==> src/rtl/calc_pkg.sv <==
// Shared encodings and widths for the sequenced calculator controller.
package calc_pkg;

    localparam int unsigned CNT_W = 4;

    typedef enum logic [1:0] {
        ST_IDLE = 2'b00,
        ST_LOAD = 2'b01,
        ST_EXEC = 2'b10,
        ST_DONE = 2'b11
    } state_t;

    localparam logic OP_ADD = 1'b0;
    localparam logic OP_SUB = 1'b1;

endpackage

==> src/rtl/calc_seq_ctrl_if.sv <==
// Keypad-side inputs and display-side outputs of the calculator controller.
interface calc_seq_ctrl_if #(
    parameter int unsigned WIDTH = 8
);
    import calc_pkg::*;

    logic                ENTER_N;
    logic                CLEAR;
    logic                ADDSUB;
    logic [WIDTH-1:0]    DATA_IN;
    logic                DATA_VALID;
    logic                ENTER_PULSE;
    logic                REJECT;
    logic [1:0]          STATE;
    logic [CNT_W-1:0]    OP_COUNT;
    logic                SELECT;
    logic [WIDTH-1:0]    ACC;
    logic [WIDTH-1:0]    RESULT;
    logic                RESULT_VALID;
    logic                OVR;
    logic                COUT;

    modport master (
        output ENTER_N, CLEAR, ADDSUB, DATA_IN, DATA_VALID,
        input  ENTER_PULSE, REJECT, STATE, OP_COUNT, SELECT, ACC, RESULT,
               RESULT_VALID, OVR, COUT
    );

    modport slave (
        input  ENTER_N, CLEAR, ADDSUB, DATA_IN, DATA_VALID,
        output ENTER_PULSE, REJECT, STATE, OP_COUNT, SELECT, ACC, RESULT,
               RESULT_VALID, OVR, COUT
    );

endinterface

==> src/rtl/enter_pulse_gen.sv <==
// Synchronises the raw ENTER button and emits one pulse per press.
module enter_pulse_gen (
    input  logic CLOCK,
    input  logic RESET,
    input  logic ENTER_N,
    output logic ENTER_PULSE
);

    logic sync1_q;
    logic sync2_q;
    logic hist_q;

    // Flops reset to the released level so reset release never fakes a press.
    always_ff @(posedge CLOCK or posedge RESET) begin
        if (RESET) begin
            sync1_q <= 1'b1;
            sync2_q <= 1'b1;
            hist_q  <= 1'b1;
        end else begin
            sync1_q <= ENTER_N;
            sync2_q <= sync1_q;
            hist_q  <= sync2_q;
        end
    end

    assign ENTER_PULSE = hist_q & ~sync2_q;

endmodule

==> src/rtl/calc_seq_ctrl.sv <==
// Sequences NUM_OPS keypad operands through an add/subtract accumulator.
module calc_seq_ctrl
    import calc_pkg::*;
#(
    parameter int unsigned WIDTH   = 8,
    parameter int unsigned NUM_OPS = 2
) (
    input  logic            CLOCK,
    input  logic            RESET,
    calc_seq_ctrl_if.slave  bus
);

    localparam int unsigned SUM_W = WIDTH + 1;

    state_t              state_q, state_d;
    logic [WIDTH-1:0]    acc_q, acc_d;
    logic [WIDTH-1:0]    b_q, b_d;
    logic                op_q, op_d;
    logic [CNT_W-1:0]    cnt_q, cnt_d;
    logic                ovr_q, ovr_d;
    logic                cout_q, cout_d;
    logic [WIDTH-1:0]    result_q, result_d;
    logic                reject_q, reject_d;

    logic                pulse;
    logic                valid;
    logic [WIDTH-1:0]    b_eff;
    logic [SUM_W-1:0]    sum;
    logic [CNT_W-1:0]    cnt_inc;
    logic                last_op;

    enter_pulse_gen u_enter (
        .CLOCK       (CLOCK),
        .RESET       (RESET),
        .ENTER_N     (bus.ENTER_N),
        .ENTER_PULSE (pulse)
    );

    assign valid   = bus.DATA_VALID;
    assign b_eff   = (op_q == OP_SUB) ? ~b_q : b_q;
    assign sum     = SUM_W'(acc_q) + SUM_W'(b_eff) + SUM_W'(op_q);
    assign cnt_inc = cnt_q + CNT_W'(1);
    assign last_op = (cnt_inc == CNT_W'(NUM_OPS));

    // State and datapath registers.
    always_ff @(posedge CLOCK or posedge RESET) begin
        if (RESET) begin
            state_q  <= ST_IDLE;
            acc_q    <= '0;
            b_q      <= '0;
            op_q     <= OP_ADD;
            cnt_q    <= '0;
            ovr_q    <= 1'b0;
            cout_q   <= 1'b0;
            result_q <= '0;
            reject_q <= 1'b0;
        end else begin
            state_q  <= state_d;
            acc_q    <= acc_d;
            b_q      <= b_d;
            op_q     <= op_d;
            cnt_q    <= cnt_d;
            ovr_q    <= ovr_d;
            cout_q   <= cout_d;
            result_q <= result_d;
            reject_q <= reject_d;
        end
    end

    // Next-state logic; CLEAR overrides any pulse.
    always_comb begin
        state_d = state_q;
        if (bus.CLEAR) begin
            state_d = ST_IDLE;
        end else begin
            unique case (state_q)
                ST_IDLE: if (pulse && valid) state_d = ST_LOAD;
                ST_LOAD: if (pulse && valid) state_d = ST_EXEC;
                ST_EXEC: state_d = last_op ? ST_DONE : ST_LOAD;
                ST_DONE: if (pulse) state_d = ST_IDLE;
                default: state_d = ST_IDLE;
            endcase
        end
    end

    // Datapath next values and reject pulse.
    always_comb begin
        acc_d    = acc_q;
        b_d      = b_q;
        op_d     = op_q;
        cnt_d    = cnt_q;
        ovr_d    = ovr_q;
        cout_d   = cout_q;
        result_d = result_q;
        reject_d = 1'b0;
        if (bus.CLEAR) begin
            acc_d    = '0;
            b_d      = '0;
            cnt_d    = '0;
            ovr_d    = 1'b0;
            cout_d   = 1'b0;
            result_d = '0;
        end else begin
            unique case (state_q)
                ST_IDLE: begin
                    if (pulse && valid) begin
                        acc_d  = bus.DATA_IN;
                        cnt_d  = CNT_W'(1);
                        ovr_d  = 1'b0;
                        cout_d = 1'b0;
                    end else if (pulse) begin
                        reject_d = 1'b1;
                    end
                end
                ST_LOAD: begin
                    if (pulse && valid) begin
                        b_d  = bus.DATA_IN;
                        op_d = bus.ADDSUB;
                    end else if (pulse) begin
                        reject_d = 1'b1;
                    end
                end
                ST_EXEC: begin
                    acc_d  = sum[WIDTH-1:0];
                    cout_d = sum[WIDTH];
                    ovr_d  = ovr_q | ((acc_q[WIDTH-1] == b_eff[WIDTH-1]) &&
                                      (sum[WIDTH-1] != acc_q[WIDTH-1]));
                    cnt_d  = cnt_inc;
                    if (last_op) result_d = sum[WIDTH-1:0];
                end
                default: ;
            endcase
        end
    end

    assign bus.ENTER_PULSE  = pulse;
    assign bus.REJECT       = reject_q;
    assign bus.STATE        = state_q;
    assign bus.OP_COUNT     = cnt_q;
    assign bus.SELECT       = (state_q == ST_DONE);
    assign bus.RESULT_VALID = (state_q == ST_DONE);
    assign bus.ACC          = acc_q;
    assign bus.RESULT       = result_q;
    assign bus.OVR          = ovr_q;
    assign bus.COUT         = cout_q;

endmodule

==> src/flat_wrapper.sv <==
// flat-port wrapper written by rule: the top's interface ports become plain ports
module calc_seq_ctrl_flat import calc_pkg::*;
#(
    parameter int unsigned WIDTH   = 8,
    parameter int unsigned NUM_OPS = 2
)
  (CLOCK, RESET, bus_ENTER_N, bus_CLEAR, bus_ADDSUB, bus_DATA_IN, bus_DATA_VALID, bus_ENTER_PULSE, bus_REJECT, bus_STATE, bus_OP_COUNT, bus_SELECT, bus_ACC, bus_RESULT, bus_RESULT_VALID, bus_OVR, bus_COUT);
  calc_seq_ctrl_if #(.WIDTH(WIDTH)) bus_i ();
  input  logic CLOCK;
  input  logic RESET;
  input wire logic [$bits(bus_i.ENTER_N)-1:0] bus_ENTER_N;
  input wire logic [$bits(bus_i.CLEAR)-1:0] bus_CLEAR;
  input wire logic [$bits(bus_i.ADDSUB)-1:0] bus_ADDSUB;
  input wire logic [$bits(bus_i.DATA_IN)-1:0] bus_DATA_IN;
  input wire logic [$bits(bus_i.DATA_VALID)-1:0] bus_DATA_VALID;
  output wire logic [$bits(bus_i.ENTER_PULSE)-1:0] bus_ENTER_PULSE;
  output wire logic [$bits(bus_i.REJECT)-1:0] bus_REJECT;
  output wire logic [$bits(bus_i.STATE)-1:0] bus_STATE;
  output wire logic [$bits(bus_i.OP_COUNT)-1:0] bus_OP_COUNT;
  output wire logic [$bits(bus_i.SELECT)-1:0] bus_SELECT;
  output wire logic [$bits(bus_i.ACC)-1:0] bus_ACC;
  output wire logic [$bits(bus_i.RESULT)-1:0] bus_RESULT;
  output wire logic [$bits(bus_i.RESULT_VALID)-1:0] bus_RESULT_VALID;
  output wire logic [$bits(bus_i.OVR)-1:0] bus_OVR;
  output wire logic [$bits(bus_i.COUT)-1:0] bus_COUT;
  assign bus_i.ENTER_N = bus_ENTER_N;
  assign bus_i.CLEAR = bus_CLEAR;
  assign bus_i.ADDSUB = bus_ADDSUB;
  assign bus_i.DATA_IN = bus_DATA_IN;
  assign bus_i.DATA_VALID = bus_DATA_VALID;
  assign bus_ENTER_PULSE = bus_i.ENTER_PULSE;
  assign bus_REJECT = bus_i.REJECT;
  assign bus_STATE = bus_i.STATE;
  assign bus_OP_COUNT = bus_i.OP_COUNT;
  assign bus_SELECT = bus_i.SELECT;
  assign bus_ACC = bus_i.ACC;
  assign bus_RESULT = bus_i.RESULT;
  assign bus_RESULT_VALID = bus_i.RESULT_VALID;
  assign bus_OVR = bus_i.OVR;
  assign bus_COUT = bus_i.COUT;
  calc_seq_ctrl #(.WIDTH(WIDTH), .NUM_OPS(NUM_OPS)) u_core (.CLOCK(CLOCK), .RESET(RESET), .bus(bus_i));
endmodule
==> config.mk <==
export PLATFORM = sky130hd
export DESIGN_NAME = calc_seq_ctrl_flat
export DESIGN_NICKNAME = d
export VERILOG_FILES = /design/src/rtl/calc_pkg.sv /design/src/rtl/calc_seq_ctrl_if.sv /design/src/rtl/enter_pulse_gen.sv /design/src/rtl/calc_seq_ctrl.sv /design/src/flat_wrapper.sv
export SDC_FILE = /design/constraint.sdc
export NUM_CORES = 1
export LEC_CHECK = 0
export ABC_AREA = 1
export BUFFER_PORTS_ARGS = -buffer_cell sky130_fd_sc_hd__buf_2
export CAP_MARGIN = 20
export CORE_ASPECT_RATIO = 1.5
export CORE_MARGIN = 2
export CORE_UTILIZATION = 51
export CTS_BUF_LIST = sky130_fd_sc_hd__clkbuf_4 sky130_fd_sc_hd__clkbuf_8
export DETAILED_ROUTE_END_ITERATION = 10
export HOLD_SLACK_MARGIN = 0.03
export PLACE_DENSITY = 0.75
export SYNTH_ARGS = -nofsm -noshare
export SYNTH_HDL_FRONTEND = slang
export SYNTH_SLANG_ARGS = --single-unit
==> constraint.sdc <==
create_clock -name CLOCK -period 1.7 [get_ports CLOCK]
set_input_delay 0.255 -clock CLOCK [delete_from_list [all_inputs] [get_ports CLOCK]]
set_output_delay 0.255 -clock CLOCK [all_outputs]
set_load 0.05 [all_outputs]
# Word-level counts from Yosys, hierarchy flattened
# Cells that the tools add are included.
[classes]
addsub = 3
n_eq_ne = 9
muxes = 27
bitwise_logic = 5
reduce_logical = 14
[ops]
columns = ["operator", "count"]
rows = [
  ["two-way mux 8 bit", 8],
  ["case mux 8 bit (2 select lines)", 1],
  ["two-way mux 2 bit", 5],
  ["adder 8 x 8 -> 9 bit", 1],
  ["adder 9 x 1 -> 9 bit", 1],
  ["inequality test 3 x 2 -> 1 bit, second input constant", 3],
  ["two-way mux 4 bit", 2],
  ["inverter 8 bit", 1],
  ["case mux 2 bit (4 select lines)", 1],
  ["case mux 4 bit (2 select lines)", 1],
  ["nonzero test 2 bit", 4],
  ["two-way mux 1 bit", 7],
  ["AND reduction 2 bit", 3],
  ["AND reduction 3 bit", 2],
  ["adder 4 x 1 -> 4 bit, second input constant", 1],
  ["equality test 2 bit, second input constant", 2],
  ["equality test 4 x 2 -> 1 bit, second input constant", 1],
  ["case mux 1 bit (2 select lines)", 2],
  ["nonzero test 3 bit", 1],
  ["equality test 2 x 1 -> 1 bit, second input constant", 1],
  ["logical AND 1 bit", 2],
  ["logical NOT 2 bit", 1],
  ["inverter 1 bit", 2],
  ["OR reduction 2 bit", 1],
  ["4 further kinds", 4],
]
[word_totals]
regBits = 37
in_bits = 14
wordCells = 70

# Logic depth before layout (Yosys ltp)
[logic_depth]
depth_word = 9
depth_mapped = 13

# Cells and area by module
# Synthesis repeated with hierarchy kept, for this count alone.
[hier_totals]
hier_cells = 244
area_unflattened_um2 = 2083.2
[by_module_without_submodules]
columns = ["module", "n_inst", "cells_each", "area_per_inst_um2"]
rows = [
  ["calc_seq_ctrl", 1, 238, 1990.7],
  ["enter_pulse_gen", 1, 6, 92.6],
]

# Worst setup path before layout
# Ideal clock, no wire load.
[synth_timing]
path_type = "register to register"
start = "register u_core.acc_q[0], in the netlist u_core.bus.ACC[0]"
end = "register u_core.acc_q[4], in the netlist u_core.bus.ACC[4]"
arrival_ns = 1.755
path_slack_ns = -0.179
path_stages_with_launch = 10
period_less_slack_ns = 1.879
path_cell_list = "dfrtp_1 > nand2_1 > nand2_1 > fa_1 > nand3_1 > nand3_1 > xnor2_1 > nand2_1 > o211ai_1 > nand2_1"
[synth_between]
elab_chain_cells = 4
[synth_rtl]
columns = ["item", "line_no", "source"]
rows = [
  ["start: declaration", "calc_seq_ctrl.sv:16", "logic [WIDTH-1:0] acc_q, acc_d;"],
  ["start signal: assignment", "calc_seq_ctrl.sv:49", "acc_q <= '0;"],
  ["start signal: assignment", "calc_seq_ctrl.sv:59", "acc_q <= acc_d;"],
  ["adder 8 x 8 -> 9 bit", "calc_seq_ctrl.sv:41", "assign sum = SUM_W'(acc_q) + SUM_W'(b_eff) + SUM_W'(op_q);"],
  ["adder 9 x 1 -> 9 bit", "calc_seq_ctrl.sv:41", ""],
  ["case mux 8 bit (2 select lines)", "calc_seq_ctrl.sv:104", "unique case (state_q)"],
  ["two-way mux 8 bit", "calc_seq_ctrl.sv:96", "if (bus.CLEAR) begin"],
]
# Every way passes these cells.
# A chain may end at the register's enable or synchronous reset.

# Final worst setup path
[layout_timing]
start = "register u_core.op_q"
end = "register u_core.ovr_q, in the netlist u_core.bus.OVR"
[layout_between]
elab_chain_cells = 8
word_cells_on_any_way = 9
cone_classes = "add/sub: 2; eq/ne: 2; mux: 3; bitwise: 1; reduce/logical: 1"
[layout_rtl]
columns = ["item", "line_no", "source"]
rows = [
  ["start: declaration", "calc_seq_ctrl.sv:18", "logic op_q, op_d;"],
  ["start signal: assignment", "calc_seq_ctrl.sv:61", "op_q <= op_d;"],
  ["two-way mux 8 bit", "calc_seq_ctrl.sv:40", "assign b_eff = (op_q == OP_SUB) ? ~b_q : b_q;"],
  ["adder 8 x 8 -> 9 bit", "calc_seq_ctrl.sv:41", ""],
  ["adder 9 x 1 -> 9 bit", "calc_seq_ctrl.sv:41", ""],
  ["inequality test 1 bit", "calc_seq_ctrl.sv:127", "(sum[WIDTH-1] != acc_q[WIDTH-1]));"],
  ["logical AND 1 bit *", "calc_seq_ctrl.sv:126", "ovr_d = ovr_q | ((acc_q[WIDTH-1] == b_eff[WIDTH-1]) &&"],
  ["OR 1 bit *", "calc_seq_ctrl.sv:126", ""],
  ["case mux 1 bit (2 select lines) *", "calc_seq_ctrl.sv:104", ""],
  ["two-way mux 1 bit *", "calc_seq_ctrl.sv:96", ""],
  ["end signal: assignment", "calc_seq_ctrl.sv:63", "ovr_q <= ovr_d;"],
  ["end: declaration", "calc_seq_ctrl.sv:20", "logic ovr_q, ovr_d;"],
]
# Every way passes the cells marked *; elsewhere a longest branch is shown, timed or not.

==> out/metrics.sh <==
REGTOREGSETUPSLACK_NS=-0.25
REPORT.POWER.TOTAL_mW=3.78
R2R_END='u_core.bus.OVR'
GLOBALROUTE.TOTALOVERFLOW=0
SYNTHDISTINCTLIBCELLS=30
P_PER_AREA_nW_PER_UM2=1320
DIE_AREA_UM2=4660
POST_ROUTE_CELLS_DRIVE_ABOVE_1_SHARE=0.415
WORSTSKEWPAIRLATENCY_NS=0.29
SYNTHSIMPLEGATEAREAFRAC=0.264
WL_PER_CELL_UM=14.6
VIA_COUNT=1962
ANT_NETS=0
CTS_TREE='yes'
PLACE.PORT_BUFFERS=41
SYNTH_COMPOUND_AREA_FRAC=0.0959
DIE_HEIGHT_UM=82.6
WORST_PATH_LARGEST_CELL_DELAY_NS=0.48
N_ANTENNA_CELL=0
STATUS='finished with violations'
SETUP_VIOL=14
TIMING.FMAX_MHz=513
SYNTHCELLS=258
DETAIL_ROUTE.ITER0.VIOLATIONS=75
START_KIND='flop'
DOMINANT_COMBINATIONAL_CELL_FAMILY_BY_AREA_AFTER_SYNTHESIS='simple AND/OR/NAND/NOR gates'
PLACED_CELLS=355
TIMING.RR.START='u_core.op_q'
MAXIMUM_VDD_DROP_mV=0.900
SYNTH_WARNINGS=0
CTS_SINKS=37
YOSYS.AREA_SHARE.ADDER=0.0631
ANTENNA_VIOLATIONS_BEFORE_REPAIR=0
TIMING.CRITICAL_PATH.CELLS='buf_4 -> xor2_1 -> ha_1 -> nand2_2 -> nor2_1 -> nor2_2 -> buf_4 -> nand3_1 -> nand4_1 -> nand2_1'
INITIAL_CORE_UTIL=0.531
CRIT_PATH_END_KIND='flop'
NETS=351
WORST_PATH_MOST_REPEATED_CELL='sky130_fd_sc_hd__buf_4'
CORE-AREA_UM2=3960
TIMING.HOLD.WORST.CLASS='primary input to async pin'
TIGHTESTPINTRANSITION_NS=0.460
DRV_CAP=0
FINAL.PERIOD_UTILIZATION=1.15
GP_CONGESTION=0.899
GRT_SETUP_UNREPAIRED='true'
CRITICAL_PATH_CLASS='flop to flop'
CTS.HTREE.LEVELS=2
SYNTHTOPCELLSBYAREA='sky130_fd_sc_hd__dfrtp_1, sky130_fd_sc_hd__nand2_1, sky130_fd_sc_hd__inv_1, sky130_fd_sc_hd__ha_1, sky130_fd_sc_hd__nand3_1'
DETAIL_ROUTE.FIRST_PASS.ITERATIONS=4
CLOCKROOTBUFFER='sky130_fd_sc_hd__clkbuf_8'
GRT_MAX_DEGREE=38
CTS_MADE_BUFFERS=5
LAYOUT.CELLS.MOST_COMMON_LIST='sky130_fd_sc_hd__nand2_1, sky130_fd_sc_hd__buf_2, sky130_fd_sc_hd__dfrtp_1'
SYNTH_NETS=282
GRT_PASS1_WL_UM=8520
AVGVIACOUNTPERCELL=5.26
TIMING.REG2REG.WORST_PATH_DEPTH=10
SYNTH.YOSYS.SEQ_AREA_SHARE=0.443
LAYOUT.CELLS.MOST_COMMON='sky130_fd_sc_hd__nand2_1'
SYNTHXORXNORAREAFRAC=0.0542
SETUP_WS_NS=-0.250
TRACK_USAGE=0.236
DIE_X_UM=56.4
SLEW-LIMIT-HEADROOM=0.693
VIA_COUNT_OF_THE_FIRST_GLOBAL_ROUTING_PASS=1952
FIN_SETUP_TNS_NS=-2.27
SYNTH-SEQ-CELLS=37
SYNTH.AVG_CELL_AREA_UM2=8.14
SYNTH_AREA_LEADER_CELL='sky130_fd_sc_hd__dfrtp_1'
TIMING.CRITICAL_PATH.SLOWEST_STAGE_CELL='sky130_fd_sc_hd__dfrtp_2'
DEEPEST_CLOCK_PATH_BUFFER_COUNT=2
HOLD_VIOL_FINAL=0
P_LEAK_nW=1.55
AREA_GROWTH_SYN_TO_LAYOUT_PCT=36.6
POST-SYNTH-TOP-AREA-FRACTION=0.405
WORST_EP_REQUIRED_TIME_NS=1.93
WP_BUF_INV=2
WORST-ENDPOINT-ARRIVAL_NS=2.18
WORST-PATH-MAX-FANOUT=6
DETAILEDPLACEMENTHPWL_UM=3560
ROUTE.DETAILED.DRC=0
ROWS=28
CLK_TRANSITION_REPORTED_PATHS_NS=0.08
IO-PIN-COUNT=42
INSTANCES_NO_FILL=373
NUMBER_OF_FILLER_INSTANCES_IN_THE_FINAL_LAYOUT=315
FAILED_CHECKS='negative setup slack'
WORST_CLOCK_SKEW_NS=0.0109
SYNTH.CELL_AREA_UM2=2100
MUXSHAREOFSYNTHAREA=0
TIMING.CRITICAL_PATH.MAX_DELAY_FAMILY='simple AND/OR/NAND/NOR gates'
DETAIL_ROUTE.WIRELENGTH_UM=5460
FINALWORSTPATHREQUIREDPERIOD_NS=1.95
REPORT.FINAL.SLEW_VIOL_COUNT=0
-- sequential cells by signal, summed over array words and instances (netlist names) --
name	count
u_core.u_enter.hist_q	1
u_core.bus.RESULT	8
u_core.bus.OP_COUNT	4
u_core.u_enter.sync2_q	1
u_core.bus.OVR	1
u_core.bus.COUT	1
u_core.bus.ACC	8
u_core.b_q	8
u_core.u_enter.sync1_q	1
u_core.bus.STATE	2
u_core.op_q	1
u_core.bus.REJECT	1
-- synth_stat cells --
master / number
sky130_fd_sc_hd__a211oi_1: 1
sky130_fd_sc_hd__a21o_1: 1
sky130_fd_sc_hd__a21oi_1: 4
sky130_fd_sc_hd__buf_2: 3
sky130_fd_sc_hd__buf_4: 3
sky130_fd_sc_hd__clkinv_4: 1
sky130_fd_sc_hd__dfrtp_1: 34
sky130_fd_sc_hd__dfstp_2: 3
sky130_fd_sc_hd__fa_1: 1
sky130_fd_sc_hd__ha_1: 9
sky130_fd_sc_hd__inv_1: 31
sky130_fd_sc_hd__inv_4: 1
sky130_fd_sc_hd__nand2_1: 77
sky130_fd_sc_hd__nand2_2: 2
sky130_fd_sc_hd__nand2_4: 1
sky130_fd_sc_hd__nand3_1: 21
sky130_fd_sc_hd__nand4_1: 4
sky130_fd_sc_hd__nor2_1: 16
sky130_fd_sc_hd__nor2_2: 1
sky130_fd_sc_hd__nor2_4: 1
sky130_fd_sc_hd__nor2_8: 1
sky130_fd_sc_hd__nor3b_1: 1
sky130_fd_sc_hd__nor4_1: 1
sky130_fd_sc_hd__o211ai_1: 3
sky130_fd_sc_hd__o21ai_0: 16
sky130_fd_sc_hd__o21ai_1: 1
sky130_fd_sc_hd__o21ai_2: 6
sky130_fd_sc_hd__o22ai_1: 1
sky130_fd_sc_hd__xnor2_1: 4
sky130_fd_sc_hd__xor2_1: 9
-- logic make-up after synthesis --
family / count (synthesis)
AOI/OAI and AO/OA: 33
DFF: 37
buffers and inverters: 39
xor gates and xnor gates: 13
and+or+nand+nor: 126
adders and majority gates: 10
-- report_power, final --
| part | total, mW | internal (mW) | switching [mW] | leakage (nW) |
|---|---|---|---|---|
| clock network | 0.807 | 0.494 | 0.312 | 0.0619 |
| registers | 1.06 | 0.962 | 0.0936 | 0.486 |
| logic | 1.92 | 0.831 | 1.09 | 1.00 |
| total | 3.78 | 2.29 | 1.49 | 1.55 |
-- worst min-delay path, delay by kind of cell --
kind / cells / cell delay (ns)
buffers and inverters: 3 / 0.53
-- final cells by class --
cell class / instances / area [um^2] / area share
Multi-Input combinational cell: 182 / 1190 / 0.416
Sequential cell: 37 / 936 / 0.326
Timing Repair Buffer: 68 / 430 / 0.150
Inverter: 33 / 131 / 0.0458
Clock buffer: 7 / 90.1 / 0.0314
Tap cell: 45 / 56.3 / 0.0196
Clock inverter: 1 / 30.0 / 0.0105
-- how the worst max path moves through the flow --
| stage | cells after the start | end | start | slack [ns] |
|---|---|---|---|---|
| after floorplan | 13 | u_core.bus.ACC[7] | u_core.op_q | -0.04 |
| after global placement | 9 | u_core.bus.ACC[7] | u_core.op_q | -0.19 |
| after detailed placement | 10 | u_core.bus.ACC[7] | u_core.op_q | -0.25 |
| after CTS | 12 | u_core.bus.ACC[6] | u_core.op_q | -0.18 |
| after global routing | 10 | u_core.bus.RESULT[6] | u_core.op_q | -0.36 |
| final | 10 | u_core.bus.OVR | u_core.op_q | -0.25 |
-- metrics by stage --
stage               setup WS, ns  hold slack, ns  instance area, um^2   util
floorplan                -0.0409           0.259                 2120      -
global placement          -0.190           0.346                 2470  0.625
detailed placement        -0.250           0.353                 2470  0.625
CTS                       -0.178          0.0549                 2690  0.680
global route              -0.359          0.0535                 2870  0.725
finish                    -0.250          0.0504                 2870  0.725
-- per-layer routing --
layer  routed length (um)  GRT usage
met1                 2170      0.265
met5                    0          0
met3                  195     0.0358
met4                  153     0.0976
met2                 2940      0.446
-- repair_timing --
| action | in CTS | in global routing |
|---|---|---|
| hold buffers | 0 | 0 |
| setup buffers | 5 | 5 |
| pin swaps | 16 | 7 |
| setup endpoints to repair | 15 | 15 |
| gates resized for setup | 20 | 32 |
Power figures use the tool's default switching activity.
